$ cat config.mk
export PLATFORM = sky130hd
export DESIGN_NAME = dmem_ctrl
export DESIGN_NICKNAME = d
export VERILOG_FILES = /design/src/rtl/dmem_ctrl.sv
export SDC_FILE = /design/constraint.sdc
export NUM_CORES = 1
export LEC_CHECK = 0
export ABC_AREA = 1
export CORE_ASPECT_RATIO = 1.4
export CORE_UTILIZATION = 30
export CTS_CLUSTER_DIAMETER = 200
export DETAILED_ROUTE_END_ITERATION = 10
export DONT_BUFFER_PORTS = 1
export SLEW_MARGIN = 0
export SYNTH_ARGS = -nofsm -noshare
export SYNTH_HDL_FRONTEND = slang
export SYNTH_SLANG_ARGS = --single-unit
$ cat constraint.sdc
create_clock -name clk -period 3.3 [get_ports clk]
set_input_delay 0.33 -clock clk [delete_from_list [all_inputs] [get_ports clk]]
set_output_delay 0.33 -clock clk [all_outputs]
set_load 0.005 [all_outputs]
$ cat src/rtl/dmem_ctrl.sv
// dmem_ctrl: data-memory access controller (IDLE/BUSY/DONE handshake, big-endian lanes, timeout)
//   clk, reset (async, active-high); CPU side: MemRead, MemWrite, MemSize, MemSigned, Addr, WriteData
//   -> ReadData, Stall, AddrError, BusError; memory side: mem_req, mem_we, mem_addr, mem_be, mem_wdata
//   <- mem_rdata, mem_ack
module dmem_ctrl #(
  parameter int TIMEOUT = 16
) (
  input  logic        clk,
  input  logic        reset,
  input  logic        MemRead,
  input  logic        MemWrite,
  input  logic [1:0]  MemSize,
  input  logic        MemSigned,
  input  logic [31:0] Addr,
  input  logic [31:0] WriteData,
  output logic [31:0] ReadData,
  output logic        Stall,
  output logic        AddrError,
  output logic        BusError,
  output logic        mem_req,
  output logic        mem_we,
  output logic [29:0] mem_addr,
  output logic [3:0]  mem_be,
  output logic [31:0] mem_wdata,
  input  logic [31:0] mem_rdata,
  input  logic        mem_ack
);
  localparam logic [1:0] IDLE = 2'd0, BUSY = 2'd1, DONE = 2'd2;
  logic [1:0]  state_q, state_d, size_q, size_d, off_q, off_d;
  logic [7:0]  cnt_q, cnt_d;
  logic        sign_q, sign_d, we_q, we_d, bus_err_q, bus_err_d;
  logic [29:0] addr_q, addr_d;
  logic [3:0]  be_q, be_d;
  logic [31:0] wdata_q, wdata_d, rdata_q, rdata_d, lane_sh, ext;
  logic        idle, busy, is_req, mis, accept, tmo;
  always_comb begin
    idle      = state_q == IDLE;
    busy      = state_q == BUSY;
    is_req    = MemRead | MemWrite;
    mis       = (MemSize == 2'b11) | (MemRead & MemWrite) | ((MemSize == 2'b00) & (|Addr[1:0])) | ((MemSize == 2'b01) & Addr[0]);
    accept    = idle & is_req & ~mis;
    tmo       = busy & ~mem_ack & (cnt_q == 8'(TIMEOUT - 1));
    // shifting the addressed lane to the top makes byte/half extraction offset-independent
    lane_sh   = mem_rdata << {off_q, 3'b000};
    ext       = size_q == 2'b10 ? {{24{sign_q & lane_sh[31]}}, lane_sh[31:24]} :
                size_q == 2'b01 ? {{16{sign_q & lane_sh[31]}}, lane_sh[31:16]} : mem_rdata;
    state_d   = accept ? BUSY : busy ? ((mem_ack | tmo) ? DONE : BUSY) : IDLE;
    cnt_d     = accept ? 8'd0 : busy ? cnt_q + 8'd1 : cnt_q;
    rdata_d   = tmo ? 32'd0 : (busy & mem_ack & ~we_q) ? ext : rdata_q;
    bus_err_d = tmo;
    we_d      = accept ? MemWrite : we_q;
    addr_d    = accept ? Addr[31:2] : addr_q;
    size_d    = accept ? MemSize : size_q;
    off_d     = accept ? Addr[1:0] : off_q;
    sign_d    = accept ? MemSigned : sign_q;
    be_d      = !accept ? be_q : MemSize == 2'b00 ? 4'b1111 :
                MemSize == 2'b01 ? (Addr[1] ? 4'b0011 : 4'b1100) : 4'b1000 >> Addr[1:0];
    wdata_d   = !accept ? wdata_q : MemSize == 2'b10 ? {4{WriteData[7:0]}} :
                MemSize == 2'b01 ? {2{WriteData[15:0]}} : WriteData;
  end
  always_ff @(posedge clk or posedge reset) begin
    if (reset) begin
      state_q   <= IDLE;
      cnt_q     <= '0;
      rdata_q   <= '0;
      bus_err_q <= 1'b0;
      we_q      <= 1'b0;
      addr_q    <= '0;
      be_q      <= '0;
      wdata_q   <= '0;
      size_q    <= '0;
      off_q     <= '0;
      sign_q    <= 1'b0;
    end else begin
      state_q   <= state_d;
      cnt_q     <= cnt_d;
      rdata_q   <= rdata_d;
      bus_err_q <= bus_err_d;
      we_q      <= we_d;
      addr_q    <= addr_d;
      be_q      <= be_d;
      wdata_q   <= wdata_d;
      size_q    <= size_d;
      off_q     <= off_d;
      sign_q    <= sign_d;
    end
  end
  assign mem_req   = busy;
  assign Stall     = accept | busy;
  assign AddrError = idle & is_req & mis;
  assign BusError  = bus_err_q;
  assign ReadData  = rdata_q;
  assign mem_we    = we_q;
  assign mem_addr  = addr_q;
  assign mem_be    = be_q;
  assign mem_wdata = wdata_q;
endmodule

**Word level (Yosys, flattened, before mapping)**

Index checks and enable logic that the tools add are counted.

- Add/subtract/negate cells: 1
- Equal/unequal tests: 7
- Shift-type cells: 2
- Mux-type cells: 14
- Bitwise logic cells: 20
- Reductions and logical operators: 5

Operator list:

| operator | number |
|---|---|
| $mux W32 | 6 |
| $shl A32 B5 Y32 | 1 |
| $mux W8 | 2 |
| $mux W4 | 3 |
| $and A1 B1 Y1 | 11 |
| $add A8 B1 Y8 const B | 1 |
| $eq A8 B4 Y1 const B | 1 |
| $eq A2 B1 Y1 const B | 3 |
| $eq A2 B2 Y1 const B | 3 |
| $mux W2 | 3 |
| $or A1 B1 Y1 | 6 |
| $logic_not A2 Y1 | 2 |
| $reduce_bool A2 Y1 | 2 |
| $shr A4 B2 Y4 const A | 1 |
| $not A1 Y1 | 3 |
| $reduce_or A2 Y1 | 1 |

- Flip-flop bits (word level): 115
- Input port bits: 104

**Depth between registers and ports, before layout**

Gate-level depths: netlist (run 1).

- Depth in word-level cells: 7
- Gate-level depth with buffers: 11

**Least setup slack after synthesis (run 1)**

Ideal clock, no wire load.

- Path kind: register to output
- Start: register state_q[1]
- End: output port Stall
- Data arrival time: 1.034 ns
- Setup slack: 1.936 ns
- Cell stages (with the launch flop): 5
- Path buffers: 1
- Cell sequence: dfrtp_1 -> nor3_1 -> nand3_2 -> buf_4 -> nand2_1

- Longest elaborated chain between the ends: 4
- Elaborated cells on any way between the ends: 5
- Those cells by class: eq/ne: 1; bitwise: 3; reduce/logical: 1

RTL lines:

| what | line | text |
|---|---|---|
| start, declared | 29 | `logic [1:0] state_q, state_d, size_q, size_d, off_q, off_d;` |
| start signal, assigned | 75 | `state_q <= state_d;` |
| $logic_not A2 Y1 | 37 | `idle = state_q == IDLE;` |
| $and A1 B1 Y1 (2 in a row) | 41 | `accept = idle & is_req & ~mis;` |
| $or A1 B1 Y1 (*) | 89 | `assign Stall = accept \| busy;` |
| end, declared | 17 | `output logic Stall,` |

Mark *: on every way between the ends. The rest lies on a longest branch, timed or not.

**Worst setup path in the final report (run 1)**

Same ends and word-level chain as after synthesis.

==> impl_metrics.ini, run 1 <==
[critical_path]
crit_type = flip-flop to output pin
cp.required_ns = 2.97
path_max_fanout = 94
arrival_ns = 1.94
endpoint_kind = output pin
startpoint_type = flip-flop

[cells_and_area]
fin_area_mm2 = 0.00655
fillers = 2007
drive_above_1_share = 0.0726
final_nets = 905
area_growth_pct = 12.5
mostFrequentLayoutCell = nand2_1
antenna-diode-count = 0
seqCellArea_mm2 = 0.00288
final_cell_mix = nand2_1, dfrtp_1, nand3_1, inv_1, o21ai_0
multi_input_area_mm2 = 0.00256

[drt]
first_pass_iters = 5
drc_errors = 0
ant_nets = 0
route.detailed.wl_per_inst_um = 15.9
drt_iter0_drc = 434
vias = 5041
wl_um = 16900
viasPerCell = 4.77

[timing]
finClkSkew_ns = 0.0120
fmax_mhz = 440
fin_crit_ns = 2.27
fin_setup_tns_ns = 0
slew_headroom = 0.305
fin_ws_ns = 1.03
setup_viol = 0
timing.hold.ws_ns = -0.0981
grt_setup_unrepaired = no
slew_viol_final = 0
worst_slew_pin_slew_ns = 1.04
fin_crit_sh = 0.689
finalHoldViolations = 40

[floorplanning]
die_height_um = 167
fp.dieW_um = 120
die_area_mm2 = 0.0200
initial_core_util = 0.309
core_mm2 = 0.0188
rows = 59
pin_count = 207

[clock_tree]
clock-sinks = 115
htreeDepth = 4
cts_root_buffer = clkbuf_16
cts_made_buffers = 17
cts_max_path_buffers = 2
postCtsSetupBuffers = 0
cts_tree = done
path_clk_slew_ns = 0.06
clock_latency_ns = 0.42

[global_routing]
overflow = 0
antenna_found_initial = 0
grt_max_degree = 116
grt_pass1_wl_um = 27000
track_usage = 0.175
grt_pass1_vias = 5003

[logic_synthesis]
synth-seq-cells = 115
synth_warnings = 0
syn_area_per_cell_um2 = 7.17
synthFlopType = dfrtp_1
synth_edf_count = 0
synthArstFlopShare = 1.00
yosys-top-cells-area = dfrtp_1, nand2_1, nand3_1, o21ai_0, inv_1
ys_seq_area_frac = 0.494
synth_nets = 917
netlist_area_mm2 = 0.00582
synth_top_area_frac = 0.494
synth_cell_types = 28
syn_inst = 812
synth_top_area_cell = dfrtp_1

[placement]
place_hpwl_um = 11500
dp_slack_ns = 1.30
placed_cell_area_mm2 = 0.00598
place.gp.congestion = 0.848
io_buffers = 0

[pwr]
ir_drop_uv = 333
leakage_nw = 3.58
p_total_mw = 5.61
p_per_area_mw_per_mm2 = 856

[hold_path]
hp-class = primary input to async pin

[outcome]
failed_checks = negative hold slack
status = finished with violations

[run]
drv_cap = 0
what timing repair did:
item                                    in CTS  in global routing
gates resized for setup                      0                  0
hold buffers                                 1                  0
endpoints found under the hold margin        1                  0
endpoints found under the setup margin       0                  0
metal layers:
layer / GRT usage / wire length [um] / vias up
met5: 0 / 0 / -
met4: 0.0761 / 433 / 0
met3: 0.0747 / 1530 / 29
met2: 0.292 / 8320 / 202
met1: 0.192 / 6580 / 2311
li1: - / - / 2499
sequential cells by signal, indices dropped and copies added, names as in the netlist:
signal / count
BusError: 1
ReadData: 32
cnt_q: 8
mem_addr: 30
mem_be: 4
mem_wdata: 32
mem_we: 1
off_q: 2
sign_q: 1
size_q: 2
state_q: 2
worst max-delay path: stages, from the launching register on:
cell     delay [ns]
dfrtp_1        0.37
nor3_1         0.39
nand3_4        0.11
buf_4          0.42
nand2_1        0.23
report_power, final:
part           internal, mW  switching, mW
Clock                  1.04          0.731
Combinational         0.486          0.924
Sequential             1.94          0.481
Total                  3.47           2.14
final timing paths:
check / start / end / slack, ns / cells past startpoint
hold reg to reg: mem_addr[11] / mem_addr[11] / 0.51 / 2
setup / recovery: state_q[1] / Stall / 1.03 / 4
hold / removal: reset / ReadData[28] / -0.1 / 2
max in group asynchronous: reset / off_q[1] / 2.80 / 2
min in group clk: Addr[23] / mem_addr[21] / 0.02 / 2
setup reg to reg: state_q[1] / sign_q / 1.33 / 4
metrics by stage:
step                std cells   util
finish                   1057  0.348
global route             1057  0.348
CTS                      1057  0.348
detailed placement       1024  0.318
global placement         1024  0.318
floorplan                 812      -
final cells by class:
cell class                 instances  share of cell area
clock buffer                      17              0.0650
clock inverter                    15              0.0206
inverter                          46              0.0275
multi-input combinational        613               0.390
sequential                       115               0.440
tap                              244              0.0466
timing repair buffer               7              0.0103
cells by family (layout without fill, tap and decap cells):
kind of cell               Yosys count  after routing  synth area share
DFF                                115            115             0.494
adders and majority gates            1              1           0.00215
buffers and inverters               84             85            0.0677
and+or+nand+nor                    558            558             0.387
AOI/OAI and AO/OA                   54             54            0.0486
cell usage after synthesis (2+ instances only):
library cell	count
buf_4	10
a21oi_1	19
inv_1	37
buf_2	24
nor2_4	4
dfrtp_1	115
nand3_1	75
nor2_1	14
clkbuf_1	3
o21ai_1	2
nor2_2	2
nor3_1	2
nand4_1	5
o21ai_0	29
inv_2	7
nand2_1	452
Note: power is estimated with default switching activity, not from simulation.
==> run 2, diff against run 1 <==
Clock period 3.3 ns to 2.1 ns, I/O delays scaled along.
==> run 2 against run 1 <==
Effect of this change:
- the run now ends clean
- clock-buffer cell count up 3
- worst setup slack worse by 0.80 ns
- first-iteration DRC count down 29%
- total power up 64%
- global-route usage up 0.87 points
- non-clock buffer count up 78
- cell area up 13%
- critical path type unchanged
==> impl_metrics.ini, run 2 (synthesis results as in run 1) <==
[outcome]
status = complete, no violations

[critical_path]
worst-path-buf-inv = 1
crit_type = flip-flop to output pin
arrival_ns = 1.67
endpoint_kind = output pin
startpoint_type = flip-flop
cp.required_ns = 1.89
critPathMaxStageDelay_ns = 0.39
crit_chain = nor3_1 -> nand3_4 -> buf_4 -> nand2_1
critPathSlowestCell = nor3_1
path_max_fanout = 18
cp_top_family = simple AND/OR/NAND/NOR gates

[timing]
timing.hold.ws_ns = 0.0140
slew_headroom = 0.498
fin_crit_sh = 0.894
slew_viol_final = 0
setup_viol = 0
fin_setup_tns_ns = 0
finClkSkew_ns = 0.0126
fin_crit_ns = 1.88
worst_slew_pin_slew_ns = 0.753
grt_setup_unrepaired = no
fmax_mhz = 533
finalHoldViolations = 0

[pwr]
clkPwrFrac = 0.320
internal_power_mw = 5.85
p_per_area_mw_per_mm2 = 1250
netSwitchingPower_mw = 3.36
combPwrFrac = 0.265
ir_drop_uv = 543
leakage_nw = 3.93
p_total_mw = 9.22
switching_share = 0.365
pwr-share-seq = 0.415

[floorplanning]
fp.dieW_um = 120
pin_count = 207
core_mm2 = 0.0188
die_area_mm2 = 0.0200
die_height_um = 167
rows = 59
initial_core_util = 0.309

[drt]
viasPerCell = 4.82
drt_iter0_drc = 307
vias = 5476
drc_errors = 0
wl_um = 17900
first_pass_iters = 5
ant_nets = 0
route.detailed.wl_per_inst_um = 15.7

[clock_tree]
cts_tree = done
cts_made_buffers = 17
clock-sinks = 115
path_clk_slew_ns = 0.06
htreeDepth = 4
cts_root_buffer = clkbuf_16
clock_latency_ns = 0.42
cts_max_path_buffers = 2
postCtsSetupBuffers = 0

[placement]
io_buffers = 0
place_hpwl_um = 12100
place.gp.congestion = 0.844

[global_routing]
grt_pass1_vias = 5404
grt_max_degree = 76
grt_pass1_wl_um = 28400
track_usage = 0.184
antenna_found_initial = 0
overflow = 0

[hold_path]
hp-class = primary input to flip-flop

[cells_and_area]
drive_above_1_share = 0.0763
mostFrequentLayoutCell = nand2_1
antenna-diode-count = 0
final_cell_mix = nand2_1, dfrtp_1, nand3_1, dlygate4sd3_1, inv_1
area_growth_pct = 26.6
final_nets = 983
fin_util = 0.392

[run]
drv_cap = 0
-- run 2: cell count changes in the layout (fill, tap and decap cells not counted), moves of 3 or more --
cell / change
clkinv_4: -3
clkinvlp_4: +3
buf_12: +3
clkbuf_1: +3
clkinv_2: -3
dlygate4sd3_1: +66
buf_4: +9
-- run 2: area by class of cell --
class	count	area, um^2
inverters	46	180
multi-input cells	613	2560
fillers	1957	11500
well taps	244	305
clock inverters	12	159
clock buffers	20	437
repair buffers	85	856
flip-flops and latches	115	2880
-- run 2: power groups by stage --
stage	sequential [mW]	combinational (mW)	clock, mW
floorplan	3.58	1.91	0
global placement	3.87	2.28	0
detailed placement	3.86	2.34	0
CTS	3.85	2.44	3.02
global route	3.93	2.84	3.11
finish	3.82	2.44	2.95
-- run 2: path summary, 6_finish.rpt --
kind	from	to	slack (ns)	cells past startpoint
max in group asynchronous	reset	mem_wdata[23]	1.21	3
worst min-delay path	WriteData[29]	mem_wdata[29]	0.01	4
min in group asynchronous	reset	ReadData[2]	0.26	2
worst max-delay path	state_q[1]	Stall	0.22	4
worst min register to register	size_q[1]	size_q[1]	0.49	2
worst max register to register	state_q[1]	mem_wdata[7]	0.39	5
-- run 2: worst reg2reg max path, cell delays in order, from the launching register on --
cell and delay (ns):
dfrtp_1 0.38, nor3_1 0.39, nand3_4 0.14, buf_4 0.36
nand2_1 0.19, o21ai_0 0.10
-- run 2: what timing repair did --
| action | CTS | global route |
|---|---|---|
| endpoints found under the hold margin | 78 | 0 |
| gates resized for setup | 0 | 0 |
| hold buffers | 67 | 0 |
-- run 2: through the flow --
| step | setup slack [ns] | std cells | area, um^2 |
|---|---|---|---|
| final | 0.223 | 1135 | 7370 |
| after global routing | 0.105 | 1135 | 7370 |
| after CTS | 0.165 | 1135 | 7370 |
| after detailed placement | 0.392 | 1036 | 6100 |
| after global placement | 0.465 | 1036 | 6100 |
| after floorplan | 0.491 | 812 | 5820 |
-- run 2: metal layers --
| metal | global-route usage | share of wire |
|---|---|---|
| met5 | 0 | 0 |
| met4 | 0.0707 | 0.022 |
| met3 | 0.0620 | 0.081 |
| met2 | 0.323 | 0.51 |
| met1 | 0.201 | 0.39 |
